$ cat src/rtl/match_event_counter_pkg.sv
// Shared definitions for the match event counter: FSM encoding and default widths.
package match_event_counter_pkg;
   localparam int   MC_CNT_W_DEF = 8;
   localparam int   MC_WIN_W_DEF = 16;
   localparam logic MC_IDLE      = 1'b0;
   localparam logic MC_RUN       = 1'b1;

   typedef enum logic {
      ST_IDLE = MC_IDLE,
      ST_RUN  = MC_RUN
   } mc_state_t;
endpackage

$ cat src/rtl/match_event_counter_if.sv
// Result bus for the match event counter: one-deep valid/ready window count.
interface match_event_counter_if
   import match_event_counter_pkg::*;
#(
   parameter int CNT_W = MC_CNT_W_DEF
);
   logic [CNT_W-1:0] count_out;
   logic             count_valid;
   logic             count_ready;

   modport master (output count_out, output count_valid, input count_ready);
   modport slave  (input count_out, input count_valid, output count_ready);
endinterface

$ cat src/rtl/match_event_counter_rise_detect.sv
// Rising-edge detector: registers the previous level, flags level=1 after prev=0.
module rise_detect (
   input  logic clock,
   input  logic reset,
   input  logic level,
   output logic rise
);
   logic prev;

   always_ff @(posedge clock or posedge reset) begin
      if (reset) prev <= 1'b0;
      else       prev <= level;
   end

   assign rise = level & ~prev;
endmodule

$ cat src/rtl/match_event_counter.sv
// Counts detector rising edges per programmable window; result registered on the window-end edge.
// One-deep valid/ready output; a stalled result is overwritten and flagged in overrun. Option: MATCH_CNT_IRQ_EN.
module match_event_counter
   import match_event_counter_pkg::*;
#(
   parameter int CNT_W = MC_CNT_W_DEF,
   parameter int WIN_W = MC_WIN_W_DEF
) (
   input  logic                   clock,
   input  logic                   reset,
   input  logic                   detector_in,
   input  logic                   enable,
   input  logic [WIN_W-1:0]       window_len,
   match_event_counter_if.master  res,
   output logic                   overrun,
   input  logic                   ovr_clr
`ifdef MATCH_CNT_IRQ_EN
   ,
   input  logic [CNT_W-1:0]       irq_thresh,
   output logic                   irq
`endif
);
   localparam logic [CNT_W-1:0] ACC_MAX = '1;

   mc_state_t        state, state_nxt;
   logic             event_now;
   logic             win_end;
   logic [CNT_W-1:0] acc, acc_nxt;
   logic [WIN_W-1:0] win_cnt, win_len_q, len_eff;
   logic [CNT_W-1:0] out_q;
   logic             valid_q;

   rise_detect u_rise (
      .clock (clock),
      .reset (reset),
      .level (detector_in),
      .rise  (event_now)
   );

   assign acc_nxt = (event_now && acc != ACC_MAX) ? acc + CNT_W'(1) : acc;
   assign len_eff = (window_len == '0) ? WIN_W'(1) : window_len;

   always_ff @(posedge clock or posedge reset) begin
      if (reset) state <= ST_IDLE;
      else       state <= state_nxt;
   end

   // Dropping enable takes priority over a window end on the same edge.
   always_comb begin
      state_nxt = state;
      win_end   = 1'b0;
      case (state)
         ST_IDLE: if (enable) state_nxt = ST_RUN;
         ST_RUN: begin
            if (!enable)
               state_nxt = ST_IDLE;
            else if (win_cnt == win_len_q - WIN_W'(1))
               win_end = 1'b1;
         end
         default: state_nxt = ST_IDLE;
      endcase
   end

   always_ff @(posedge clock or posedge reset) begin
      if (reset) begin
         acc       <= '0;
         win_cnt   <= '0;
         win_len_q <= WIN_W'(1);
      end else if (state == ST_IDLE) begin
         acc     <= '0;
         win_cnt <= '0;
         if (enable) win_len_q <= len_eff;
      end else if (!enable || win_end) begin
         acc     <= '0;
         win_cnt <= '0;
         if (win_end) win_len_q <= len_eff;
      end else begin
         acc     <= acc_nxt;
         win_cnt <= win_cnt + WIN_W'(1);
      end
   end

   // A window end loads the new result even when the old one is accepted on the same edge.
   always_ff @(posedge clock or posedge reset) begin
      if (reset) begin
         out_q   <= '0;
         valid_q <= 1'b0;
         overrun <= 1'b0;
      end else begin
         if (win_end) begin
            out_q   <= acc_nxt;
            valid_q <= 1'b1;
         end else if (valid_q && res.count_ready) begin
            valid_q <= 1'b0;
         end
         if (win_end && valid_q && !res.count_ready) overrun <= 1'b1;
         else if (ovr_clr)                          overrun <= 1'b0;
      end
   end

   assign res.count_out   = out_q;
   assign res.count_valid = valid_q;

`ifdef MATCH_CNT_IRQ_EN
   always_ff @(posedge clock or posedge reset) begin
      if (reset)                             irq <= 1'b0;
      else if (win_end)                      irq <= (acc_nxt >= irq_thresh);
      else if (valid_q && res.count_ready)   irq <= 1'b0;
   end
`endif
endmodule

$ cat src/flat_wrapper.sv
// flat-port wrapper written by rule: the top's interface ports become plain ports
module match_event_counter_flat import match_event_counter_pkg::*;
#(
   parameter int CNT_W = MC_CNT_W_DEF,
   parameter int WIN_W = MC_WIN_W_DEF
)
  (clock, reset, detector_in, enable, window_len, overrun, ovr_clr, res_count_out, res_count_valid, res_count_ready);
  match_event_counter_if #(.CNT_W(CNT_W)) res_i ();
  input  logic clock;
  input  logic reset;
  input  logic detector_in;
  input  logic enable;
  input  logic [WIN_W-1:0] window_len;
  output logic overrun;
  input  logic ovr_clr;
  output wire logic [$bits(res_i.count_out)-1:0] res_count_out;
  output wire logic [$bits(res_i.count_valid)-1:0] res_count_valid;
  input wire logic [$bits(res_i.count_ready)-1:0] res_count_ready;
  assign res_count_out = res_i.count_out;
  assign res_count_valid = res_i.count_valid;
  assign res_i.count_ready = res_count_ready;
  match_event_counter #(.CNT_W(CNT_W), .WIN_W(WIN_W)) u_core (.clock(clock), .reset(reset), .detector_in(detector_in), .enable(enable), .window_len(window_len), .res(res_i), .overrun(overrun), .ovr_clr(ovr_clr));
endmodule
$ cat config.mk
export PLATFORM = sky130hd
export DESIGN_NAME = match_event_counter_flat
export DESIGN_NICKNAME = d
export VERILOG_FILES = /design/src/rtl/match_event_counter_pkg.sv /design/src/rtl/match_event_counter_if.sv /design/src/rtl/match_event_counter_rise_detect.sv /design/src/rtl/match_event_counter.sv /design/src/flat_wrapper.sv
export SDC_FILE = /design/constraint.sdc
export NUM_CORES = 1
export LEC_CHECK = 0
export BUFFER_PORTS_ARGS = -buffer_cell sky130_fd_sc_hd__buf_2
export CAP_MARGIN = 20
export CORE_ASPECT_RATIO = 0.75
export CORE_MARGIN = 10
export CORE_UTILIZATION = 30
export CTS_CLUSTER_DIAMETER = 30
export CTS_CLUSTER_SIZE = 40
export DETAILED_ROUTE_END_ITERATION = 8
export PLACE_DENSITY = 0.6
export SYNTH_ARGS = -nofsm -noshare
export SYNTH_HDL_FRONTEND = slang
export SYNTH_SLANG_ARGS = --single-unit
export TNS_END_PERCENT = 100
$ cat constraint.sdc
create_clock -name clock -period 3 [get_ports clock]
set_input_delay 0.15 -clock clock [delete_from_list [all_inputs] [get_ports clock]]
set_output_delay 0.15 -clock clock [all_outputs]
set_load 0.005 [all_outputs]
# == Word-level counts from Yosys, hierarchy flattened ==
# Index checks and enable logic that the tools add are counted.
# word_totals
out_inout_bits,10
ff_bits,52
word_cells,47
input_bits,22
# classes
muxes,18
add_sub_neg,3
eq_ne,4
n_bitwise,2
reduce_logical,12
# ops
operator,n
2-to-1 mux 16 bit,7
2-to-1 mux 8 bit,3
adder 16 x 1 -> 16 bit (second input constant),1
equality test 16 bit,1
zero test 16 bit,1
subtractor 16 x 1 -> 16 bit (second input constant),1
adder 8 x 1 -> 8 bit (second input constant),1
2-to-1 mux 1 bit,8
inequality test 8 bit (second input constant),1
nonzero test 2 bit,3
logical AND 1 bit,4
inequality test 2 bit (second input constant),2
AND reduction 3 bit,1
zero test 1 bit,2
AND 1 bit,1
logical OR 1 bit,1
NOT 1 bit,1

# == Logic depth before layout (Yosys ltp) ==
# Gate-level depths: netlist of the first run.
# logic_depth
ltp_word,8
mapped_depth,10
ltp_nobuf,9

# == Cells and area by module ==
# Synthesis of the first run repeated with hierarchy kept, for this count alone.
# unflattened
hier_cells,269
hier_area_um2,2821.5
# by_module_without_submodules
mod,area_per_inst_um2,cells_per_inst,n_inst
match_event_counter,2778.9,266,1
rise_detect,42.5,3,1

# == Worst setup path before layout of the first run ==
# OpenSTA, ideal clock, no wires.
# synth_timing
kind,register to register
startpoint,reg u_core.win_len_q[2]
endpoint,reg u_core.win_len_q[15]
setup_ps,125
arrival_time_ps,2757
period_less_slack_ps,2882
path_stages_with_launch,9
setup_slack_ps,118
path_cell_list,dfrtp_1 > or4_1 > or4_4 > o31ai_2 > nand4_1 > a2111o_1 > a21boi_4 > buf_6 > mux2_4
# synth_via
elab_chain_cells,8
elab_cells_between_ends,9
classes_between,add/sub (1); eq/ne (3); mux (3); reduce/logical (2)
# synth_lines
element,line,text
"start, declared",match_event_counter.sv:29,"logic [WIN_W-1:0] win_cnt, win_len_q, len_eff;"
"start signal, assigned",match_event_counter.sv:72,if (enable) win_len_q <= len_eff;
"start signal, assigned",match_event_counter.sv:76,if (win_end) win_len_q <= len_eff;
subtractor 16 x 1 -> 16 bit *,match_event_counter.sv:57,else if (win_cnt == win_len_q - WIN_W'(1))
equality test 16 bit *,match_event_counter.sv:57,
2-to-1 mux 1 bit *,match_event_counter.sv:57,
2-to-1 mux 1 bit *,match_event_counter.sv:55,if (!enable)
2-to-1 mux 1 bit *,match_event_counter.sv:52,case (state)
logical OR 1 bit,match_event_counter.sv:73,end else if (!enable || win_end) begin
inequality test 2 bit (no source line),n/a,
AND reduction 3 bit (no source line) *,n/a,
# Every way passes the cells marked *; elsewhere a longest branch is shown, timed or not.
# A chain may end at the register's enable or synchronous reset.

# == Final worst setup path of the first run ==
# layout_timing
startpoint,reg u_core.win_len_q[2]
endpoint,reg u_core.win_len_q[1]
# Same word-level chain as after synthesis.

==> impl_results.md, run 1 <==
- Status: finished, final reports clean
- Commonest cells after routing, fill and taps aside: dfrtp_1, buf_2, nor2_1
- Antenna Cells: 0
- Setup_tns: 0 ns
- Final net count: approximately 330
- First-pass GRT wire length: 10,390 um
- DR vias/cell: roughly 4.7
- H-tree levels: 2
- Mean Syn Cell Area: between 10 and 15 um2
- Worst EP required: approximately 3.2 ns
- Ports: 32
- DP Cell Count: around 430
- Register area share after synthesis: 0.4685
- Max Fclk: 343.2 MHz
- Tmin final: around 2.9 ns
- GRT overflow: 0
- PortBufs: 31
- Drc violations: 0
- Die width: about 130 um
- Initial DRC count: 78
- CTS clock-pin slew for the worst setup and hold paths: around 0.06 ns
- Syn Nets: 284
- Critical-path top delay cell: or4_4
- FP Rows: 30
- Leakage: roughly 0.0015 uW
- Core area: about 9000 um2
- Chip Height: 103.4 um
- Routed WL: between 6000 and 7000 um
- Sw frac: 0.2426
- GP Congestion: around 0.88
- Most used cell, CP: or4_4
- Detailed Routing Iterations Pass 1: 4
- Routed Antenna Nets: 0
- Initial antenna violation count: 0
- Worst min path class: in -> async
- Synth Instances: 259
- Yosys warning count: 0
- Critical Path Start Type: flop
- Max-slew headroom: 0.5673
- Number of vias in the routed layout: 2,031
- Yosys reg bits: 52
- DR WL/cell: about 14 um
- Synth Cell Area: approximately 2800 um2
- Crit path kind: reg -> reg
- Number of global-route vias before repair: around 2,100
- Crit path DAT: approximately 3.1 ns
- DIE AREA: 13,560 um2
- Initial Util: 0.3073
- Clock skew: 0.006291 ns
- Critical-path maximum fanout: 16
- Most common cell after layout, fill and taps aside: dfrtp_1
- Root Driver: clkbuf_16
- Flop pwr share: 0.463
- MaxCap Viol Count: 0
- CTS tree: done
- Crit path cell chain: or4_4, or4_4, o31ai_4, nand4_1, a2111o_1, a21boi_4, buf_12, mux2_4
- Max rail drop VDD: ~0.26 mV
- Final-report max-slew violation count: 0
- Synth cell types: 48
- Period utilisation layout: 0.9714
- Maximum clock path buffer count: 2
- Final-report setup violation count: 0
- P_int: 1272 uW
- DP HPWL: 4622 um
- Largest net degree at the start of global routing: 53
- Tightest Pin Transition: 0.6491 ns
- Clk Latency, worst-skew pair: 0.28 ns
- PwrDens: between 400 and 500 nW/um2
- Primary FF master, synth: dfrtp_1
- Share of layout cells above drive strength 1: 0.2825
- Clock share of power: 0.375
- Fraction of registers with async set/reset: 1.000
- CP peak stage delay: 0.55 ns
- P_sw: 407.6 uW
- All-layer global routing usage: 0.09118
- Total CTS buffers: 5
- Count of final hold-check violations: 0
- EDFF count, synth: 0
- Setup crit end kind: flop
- P&R area growth vs syn: 22.50%
- Fin cells: 436
- Logic pwr share: 0.161
- Clk sink count: 52
-- worst max-delay path, delay by kind of cell, from the launching register on --
| kind | cells | cell delay [ns] |
|---|---|---|
| buffers and inverters | 1 | 0.16 |
| multiplexers | 1 | 0.29 |
| AND/OR/NAND/NOR | 3 | 1.15 |
| flip-flops | 1 | 0.38 |
| AO/OA/AOI/OAI | 3 | 0.81 |
-- state kept, by name, indices dropped and copies added, names as in the netlist --
signal,cells
u_core.acc,8
u_core.res.count_valid,1
u_core.u_rise.prev,1
u_core.state,1
u_core.win_cnt,16
u_core.res.count_out,8
u_core.overrun,1
u_core.win_len_q,16
-- power by group through the flow --
| stage | sequential, uW | combinational (uW) | clock [uW] |
|---|---|---|---|
| 2_1_floorplan | 789 | 162 | 0 |
| 3_3_place_gp | 788 | 257 | 0 |
| 3_5_place_dp | 789 | 261 | 0 |
| 4_1_cts | 776 | 262 | 651 |
| 5_1_grt | 784 | 301 | 672 |
| 6_report | 779 | 271 | 630 |
-- cell type report --
type	instances	area (um2)
inverters	8	30.03
fillers	879	5640
clock inverters	2	35.03
flip-flops and latches	52	1303
multi-input cells	192	1439
repair buffers	48	310.3
clock buffers	6	128.9
well taps	128	160.2
-- what timing repair did --
action,CTS,global route
setup endpoints to repair,0,27
endpoints found under the hold margin,1,0
resized for setup,0,4
setup buffers,0,1
hold buffers,1,0
-- worst paths after layout --
path                                              start                 endpoint  slack [ns]  depth (start not counted)
worst max register to register      u_core.win_len_q[2]      u_core.win_len_q[1]        0.09                          8
worst min-delay path                              reset      u_core.win_len_q[1]        0.03                          3
worst max-delay path                u_core.win_len_q[2]      u_core.win_len_q[1]        0.09                          8
min in group clock                               enable             u_core.state        0.05                          1
worst min register to register  u_core.res.count_out[7]  u_core.res.count_out[7]        0.50                          2
max in group asynchronous                         reset        u_core.win_cnt[6]        2.53                          3
-- through the flow --
step / setup slack, ns / hold slack (ns) / total power, uW / utilization / area [um2]
detailed placement: 0.04529 / 0.2746 / 1050 / 0.3523 / 3187
global placement: 0.1365 / 0.2729 / 1045 / 0.3523 / 3187
global route: -0.008921 / 0.05100 / 1758 / 0.3765 / 3406
CTS: 0.02160 / 0.05028 / 1689 / 0.3715 / 3361
finish: 0.08586 / 0.03437 / 1680 / 0.3765 / 3406
floorplan: 0.1181 / 0.1814 / 950.9 / - / 2780
-- metal layers --
metal | routed length [um] | global-route usage | vias up | share of wire
met5 | 0 | 0 | - | 0
met4 | 19 | 0.01638 | 0 | 0.0032
met3 | 175 | 0.02220 | 4 | 0.029
met2 | 2417 | 0.1291 | 29 | 0.40
met1 | 3409 | 0.1362 | 990 | 0.57
li1 | - | - | 1008 | -
-- kinds of logic after synthesis --
| group | synth area share |
|---|---|
| simple gates | 0.1958 |
| buf+inv | 0.02295 |
| compound gates | 0.07381 |
| fa+ha+maj | 0.01350 |
| mux | 0.1089 |
| xor+xnor | 0.1166 |
| flops | 0.4685 |
-- cells in the mapped netlist, drive strengths merged, types with 2 or more instances --
| library cell | count | area share |
|---|---|---|
| o22ai | 2 | 0.0045 |
| nor4b | 2 | 0.0063 |
| nand4 | 6 | 0.014 |
| a211oi | 2 | 0.0054 |
| dfrtp | 51 | 0.46 |
| ha | 3 | 0.014 |
| nand3 | 8 | 0.014 |
| and3b | 2 | 0.0063 |
| nand2b | 3 | 0.0068 |
| a21boi | 2 | 0.0095 |
| xor2 | 17 | 0.054 |
| o21ai | 4 | 0.0072 |
| nor2 | 24 | 0.032 |
| clkbuf | 6 | 0.0081 |
| nor4 | 5 | 0.011 |
| or3 | 3 | 0.0068 |
| and3 | 9 | 0.020 |
| a21oi | 2 | 0.0036 |
| mux2 | 23 | 0.11 |
| a41oi | 2 | 0.0063 |
| or4 | 3 | 0.0094 |
| a211o | 2 | 0.0063 |
| nor3 | 4 | 0.0072 |
| nor2b | 9 | 0.020 |
| a31oi | 2 | 0.0045 |
| xnor2 | 20 | 0.063 |
| nand2 | 18 | 0.024 |
| o31ai | 2 | 0.0072 |
| inv | 8 | 0.011 |
Power figures use the tool's default switching activity.
==> inputs of run 2 (changes only) <==
--- a/config.mk
+++ b/config.mk
@@ -5,6 +5,7 @@
 export SDC_FILE = /design/constraint.sdc
 export NUM_CORES = 1
 export LEC_CHECK = 0
+export ABC_AREA = 1
 export BUFFER_PORTS_ARGS = -buffer_cell sky130_fd_sc_hd__buf_2
 export CAP_MARGIN = 20
 export CORE_ASPECT_RATIO = 0.75
==> run 2 against run 1 <==
Against the previous run:
- clock-buffer cell count is the same
- non-clock buffer count down 11
- worst hold slack better by 0.033 ns
- synthesized cell count rose by 60%
- critical endpoint is now u_core.res.count_out[3]
- largest power group unchanged
- highest routed layer unchanged
==> impl_results.md, run 2 <==
- EDFF count, synth: 0
- Setup_tns: 0 ns
- P&R area growth vs syn: 16.28%
- Most used cell, CP: nand2_1
- Register area share after synthesis: 0.4336
- Critical-path top delay cell: dfstp_2
- DP HPWL: between 5000 and 6000 um
- Post-CTS setup buffer count: 0
- RSZ-0062 raised after global routing: no
- Worst min path class: in -> reg
- Max Fclk: around 410 MHz
- PwrDens: 474.0 nW/um2
- Final Power: 1656 uW
- Synth cell types: 27
- Period utilisation layout: 0.8042
- Number of vias in the routed layout: 2,581
- Most common cell after layout, fill and taps aside: nand2_1
- Final net count: 475
- Crit path cell chain: inv_1, ha_1, nand2_1, nor2_1, nand2_1, nand2_1, nand3_1, nand2_1, inv_1, nand2_1, nor2_1, nand2_2, buf_4, nand2_1, o21ai_0
- Ports: 32
- Yosys warning count: 0
- Drc violations: 0
- Routed Antenna Nets: 0
- PortBufs: 31
- DIE AREA: 14,460 um2
- All-layer global routing usage: 0.09781
- Synth area leaders: dfrtp_1, nand2_1, nor2_1, inv_1, nand3_1
- Crit path kind: reg -> reg
- Final-report setup violation count: 0
- Initial antenna violation count: 0
- CP peak stage delay: 0.55 ns
- Clock skew: 0.005627 ns
- DR vias/cell: 4.427
- Most common cell in the netlist: nand2_1
- Initial DRC count: 100
- Status: finished, final reports clean
- Clk Latency, worst-skew pair: 0.28 ns
- Share of layout cells above drive strength 1: 0.1175
- FP Rows: 31
- Initial Util: 0.3098
- GP Congestion: 0.8511
- Fraction of registers with async set/reset: 1.000
- Largest net degree at the start of global routing: 53
- Number of global-route vias before repair: 2,464
- Detailed Routing Iterations Pass 1: 4
- First-pass GRT wire length: 11,930 um
- Critical Path Start Type: flop
- H-tree levels: 2
- Setup crit end kind: flop
- Total CTS buffers: 5
- Share of the synthesized area in the top cell type: 0.4248
- Synth cell count leaders: nand2_1, nor2_1, inv_1
- Syn Nets: 439
- Core area: 9697 um2
- Cts repair resizes: 0
- Tmin final: 2.413 ns
- Maximum clock path buffer count: 2
- Die width: ~140 um
- Tightest Pin Transition: 0.5684 ns
- CTS tree: done
- Final-report max-slew violation count: 0
- Yosys reg bits: 52
- DR WL/cell: 11.99 um
- Synth Cell Area: 3004 um2
- Clk sink count: 52
- GRT overflow: 0
- Antenna Cells: 0
- Synth Instances: 414
- Primary FF master, synth: dfrtp_1
- Leading area contributor after synthesis: dfrtp_1
- MaxCap Viol Count: 0
- Crit path DAT: roughly 2.6 ns
- Mean Syn Cell Area: 7.256 um2
- Max-slew headroom: 0.6201
- Routed WL: 6992 um
- Count of final hold-check violations: 0
- Worst EP required: between 3 and 4 ns
- Critical-path maximum fanout: 23
- CTS clock-pin slew for the worst setup and hold paths: 0.07 ns
- Max rail drop VDD: 0.2440 mV
- Commonest cells after routing, fill and taps aside: nand2_1, nor2_1, inv_1
- Chip Height: approximately 110 um
- Leakage: roughly 0.0018 uW
- Root Driver: clkbuf_16
- Biggest regs: u_core.win_cnt: 16 flops, u_core.win_len_q: 16 flops
-- run 2: layer usage --
layer	routed length [um]	up-vias	global-route usage
met3	310	2	0.02006
met4	24	0	0.01840
met5	0	-	0
li1	-	1349	-
met2	3148	39	0.1499
met1	3509	1191	0.1389
-- run 2: worst paths after layout --
path,startpoint,endpoint,slack [ns],cells past startpoint
max reg2reg,u_core.win_len_q[0],u_core.res.count_out[3],0.59,15
max in group asynchronous,reset,u_core.win_len_q[0],2.05,4
max,u_core.win_len_q[0],u_core.res.count_out[3],0.59,15
min reg2reg,u_core.res.count_out[0],u_core.res.count_out[0],0.48,2
min,ovr_clr,u_core.overrun,0.07,2
min in group asynchronous,reset,u_core.win_cnt[5],0.39,3
-- run 2: cell type report --
type                            count  area [um2]
Inverter                           55       206.4
Sequential cell                    52        1303
Timing Repair Buffer               37       220.2
Fill cell                        1059        6203
Clock buffer                        6       128.9
Tap cell                          132       165.2
Multi-Input combinational cell    299        1435
Clock inverter                      2       35.03
-- run 2: cells by family (layout without fill, tap and decap cells) --
kind of cell               after synthesis  count (layout)  synth area share
and+or+nand+nor                        253             253            0.3540
AOI/OAI and AO/OA                       17              17           0.03540
buffers and inverters                   63             100           0.08871
adders and majority gates                3               3           0.01250
DFF                                     52              52            0.4336
xor gates and xnor gates                26              26           0.07580
-- run 2: what timing repair did --
item | 4_1_cts | 5_1_grt
hold buffers | 2 | 1
hold endpoints to repair | 2 | 14
setup endpoints to repair | 0 | 0
-- run 2: stage by stage --
step                      std cells  utilization  hold slack, ns  cell area (um2)  setup slack [ns]
final                           583       0.3603         0.06726             3493            0.5874
after global routing            583       0.3603         0.06885             3493            0.3338
after CTS                       581       0.3572         0.06773             3463            0.6095
after detailed placement        571       0.3382          0.2723             3279            0.6209
after global placement          571       0.3382          0.2724             3279            0.6730
after floorplan                 414            -          0.1814             3004            0.9773
-- run 2: worst max-delay path, delay by kind of cell, from the launching register on --
family	cells	cell delay, ns
adders and majority gates	1	0.26
buffers and inverters	3	0.42
AOI/OAI and AO/OA	1	0.08
and+or+nand+nor	10	0.97
DFF	1	0.55
-- run 2: power breakdown --
group / leakage [uW] / switching (uW) / total (uW) / internal [uW]
registers: 0.000693 / 42.8 / 776 / 733
logic: 0.00101 / 156 / 249 / 92.9
clock network: 0.0000808 / 238 / 631 / 392
total: 0.00179 / 437 / 1660 / 1220
==> inputs of run 3 (changes only) <==
--- a/config.mk
+++ b/config.mk
@@ -5,7 +5,7 @@
 export SDC_FILE = /design/constraint.sdc
 export NUM_CORES = 1
 export LEC_CHECK = 0
-export ABC_AREA = 1
+export ABC_AREA = 0
 export BUFFER_PORTS_ARGS = -buffer_cell sky130_fd_sc_hd__buf_2
 export CAP_MARGIN = 20
 export CORE_ASPECT_RATIO = 0.75
@@ -14,7 +14,7 @@
 export CTS_CLUSTER_DIAMETER = 30
 export CTS_CLUSTER_SIZE = 40
 export DETAILED_ROUTE_END_ITERATION = 8
-export PLACE_DENSITY = 0.6
+export PLACE_DENSITY = 0.59
 export SYNTH_ARGS = -nofsm -noshare
 export SYNTH_HDL_FRONTEND = slang
 export SYNTH_SLANG_ARGS = --single-unit
==> constraint.sdc (replaced) <==
create_clock -name clock -period 2.4 [get_ports clock]
set_input_delay 0.12 -clock clock [delete_from_list [all_inputs] [get_ports clock]]
set_output_delay 0.12 -clock clock [all_outputs]
set_load 0.005 [all_outputs]
==> run 3 against run 2 <==
Against the previous run:
- the flow now finishes with violations (setup timing)
- wire length fell by 11%
- total power rose by 34%
- die area fell by 6.2%
- setup slack got worse by 1.0 ns
- worst hold slack got worse by 0.063 ns
- first-iteration DRC count fell by 13%
- non-clock buffer count rose by 32
- sequential power rose by 23%
- fmax fell by 14%
- via count fell by 19%
- combinational power rose by 63%
- critical path type unchanged
- critical endpoint is now u_core.win_len_q[3]
==> impl_results.md, run 3 (same netlist as run 1, synthesis figures left out) <==
- P&R area growth vs syn: 30.02%
- MaxCap Viol Count: 0
- Flop pwr share: 0.432
- Antenna Cells: 0
- Leakage: 0.001678 uW
- Most used cell, CP: or4_4
- Crit path cell chain: or4_4, or4_4, o31ai_4, nand4_1, a2111o_1, a21boi_4, mux2_4
- All-layer global routing usage: 0.09468
- CTS tree: done
- Period utilisation layout: 1.172
- Share of layout cells above drive strength 1: 0.3455
- Worst min path class: in -> async
- Setup ws final: -0.4127 ns
- Crit path kind: reg -> reg
- Crit path max-delay family: simple AND/OR/NAND/NOR gates
- Clock share of power: 0.384
- PortBufs: 31
- DP Cell Count: 447
- Final-report setup violation count: 50
- Critical path buffers and inverters: 0
- P_sw: 527.5 uW
- Crit Reg-Reg Endpoint: u_core.win_len_q[3]
- Final-report max-slew violation count: 0
- Initial Util: 0.3073
- Routed WL: 6225 um
- Clock skew: 0.006339 ns
- Worst setup path end: u_core.win_len_q[3]
- Largest net degree at the start of global routing: 53
- Worst EP required: 2.57 ns
- Max rail drop VDD: 0.3593 mV
- GRT overflow: 0
- Status: complete, but fails checks
- Number of global-route vias before repair: 2,143
- Critical Path Start Type: flop
- CP peak stage delay: between 0.5 and 0.6 ns
- Root Driver: clkbuf_16
- Logic pwr share: 0.183
- Worst path depth: 7
- DIE AREA: 13,560 um2
- Clk Latency, worst-skew pair: 0.29 ns
- R2r startpoint: u_core.win_len_q[2]
- Sw frac: 0.2381
- Total CTS buffers: 5
- R2r setup slk: -0.41 ns
- Number of vias in the routed layout: ~2,100
- Critical-path maximum fanout: 8
- Crit path DAT: around 3.0 ns
- Final net count: 354
- Max-slew headroom: 0.5606
- Failing checks: setup timing
- P_int: 1688 uW
- Clk sink count: 52
- RSZ-0062 raised after global routing: yes
- Reg2reg path depth: 7
- Commonest cells after routing, fill and taps aside: dfrtp_1, buf_4, buf_2
- Max Fclk: 355.5 MHz
- Biggest regs: u_core.win_cnt: 16 flops, u_core.win_len_q: 16 flops
- GP Congestion: 0.8698
- Die width: 131.2 um
- Maximum clock path buffer count: 2
- Chip Height: 103.4 um
- Initial antenna violation count: 0
- Tmin final: approximately 2.8 ns
- First-pass GRT wire length: roughly 11,000 um
- DR vias/cell: 4.583
- Detailed Routing Iterations Pass 1: 4
- Tightest Pin Transition: 0.6592 ns
- Fin cells: around 460
- DR WL/cell: about 14 um
- CP startpoint: u_core.win_len_q[2]
- Count of final hold-check violations: 0
- Core area: ~9000 um2
- Routed Antenna Nets: 0
- Critical-path top delay cell: or4_4
- CTS clock-pin slew for the worst setup and hold paths: 0.07 ns
- Setup crit end kind: flop
- FP Rows: 30
- Initial DRC count: 87
- H-tree levels: 2
- Ports: 32
- Final core utilization: 0.3996
- PwrDens: 612.8 nW/um2
- DP HPWL: 4776 um
- Most common cell after layout, fill and taps aside: dfrtp_1
- Drc violations: 0
run 3: changes by cell type in the layout (fill, tap and decap cells not counted), sizes merged, moves of 4 or more:
cell	previous run	this run
nand3	40	8
nor2b	0	9
nor2	59	24
nand2	135	18
and3	0	9
inv	55	8
xnor2	8	20
buf	34	68
nand4	2	6
o21ai	12	4
mux2	0	23
run 3: cell type report:
type	count	area, um2
Fill cell	869	5431
Multi-Input combinational cell	193	1476
Sequential cell	52	1303
Timing Repair Buffer	69	462.9
Tap cell	128	160.2
Clock buffer	7	152.6
Clock inverter	1	30.03
Inverter	8	30.03
run 3: repair_timing:
| action | in CTS | in global routing |
|---|---|---|
| endpoints found under the setup margin | 50 | 50 |
| resized for setup | 4 | 4 |
| hold buffers | 1 | 0 |
| endpoints found under the hold margin | 1 | 0 |
| pin swaps | 1 | 0 |
| setup buffers | 1 | 0 |
| cloned | 1 | 0 |
run 3: per-stage QoR:
step | power (uW) | hold WS [ns] | area (um2) | worst slack (ns) | TNS [ns]
floorplan | 1198 | 0.1514 | 2823 | -0.4455 | -10.11
global placement | 1360 | 0.2441 | 3363 | -0.4534 | -18.37
detailed placement | 1366 | 0.2458 | 3363 | -0.4768 | -19.19
CTS | 2230 | 0.02328 | 3595 | -0.3975 | -16.85
global route | 2324 | 0.02746 | 3615 | -0.5157 | -21.86
finish | 2215 | 0.003892 | 3615 | -0.4127 | -16.23
run 3: how the worst min path moves through the flow:
stage / startpoint / endpoint / slack (ns) / depth (start not counted)
global placement: detector_in / u_core.u_rise.prev / 0.24 / 1
CTS: ovr_clr / u_core.overrun / 0.02 / 2
floorplan: enable / u_core.state / 0.15 / 0
global route: ovr_clr / u_core.overrun / 0.03 / 2
finish: reset / u_core.win_len_q[1] / 0.004 / 3
detailed placement: detector_in / u_core.u_rise.prev / 0.25 / 1
run 3: layer usage:
| metal | routed length [um] | share of wire | GRT usage |
|---|---|---|---|
| met3 | 241 | 0.039 | 0.02220 |
| met1 | 3481 | 0.56 | 0.1421 |
| met2 | 2461 | 0.40 | 0.1322 |
| met5 | 0 | 0 | 0 |
| met4 | 41 | 0.0066 | 0.02069 |
run 3: worst min-delay path, cell delays in order:
cell and delay (ns):
buf_2 0.10, inv_2 0.03, buf_4 0.52
run 3: power groups by stage:
stage	clock network [uW]	registers [uW]	logic, uW
6_report	852	958	406
5_1_grt	910	964	450
4_1_cts	870	956	403
3_5_place_dp	0	973	393
3_3_place_gp	0	971	389
2_1_floorplan	0	988	211
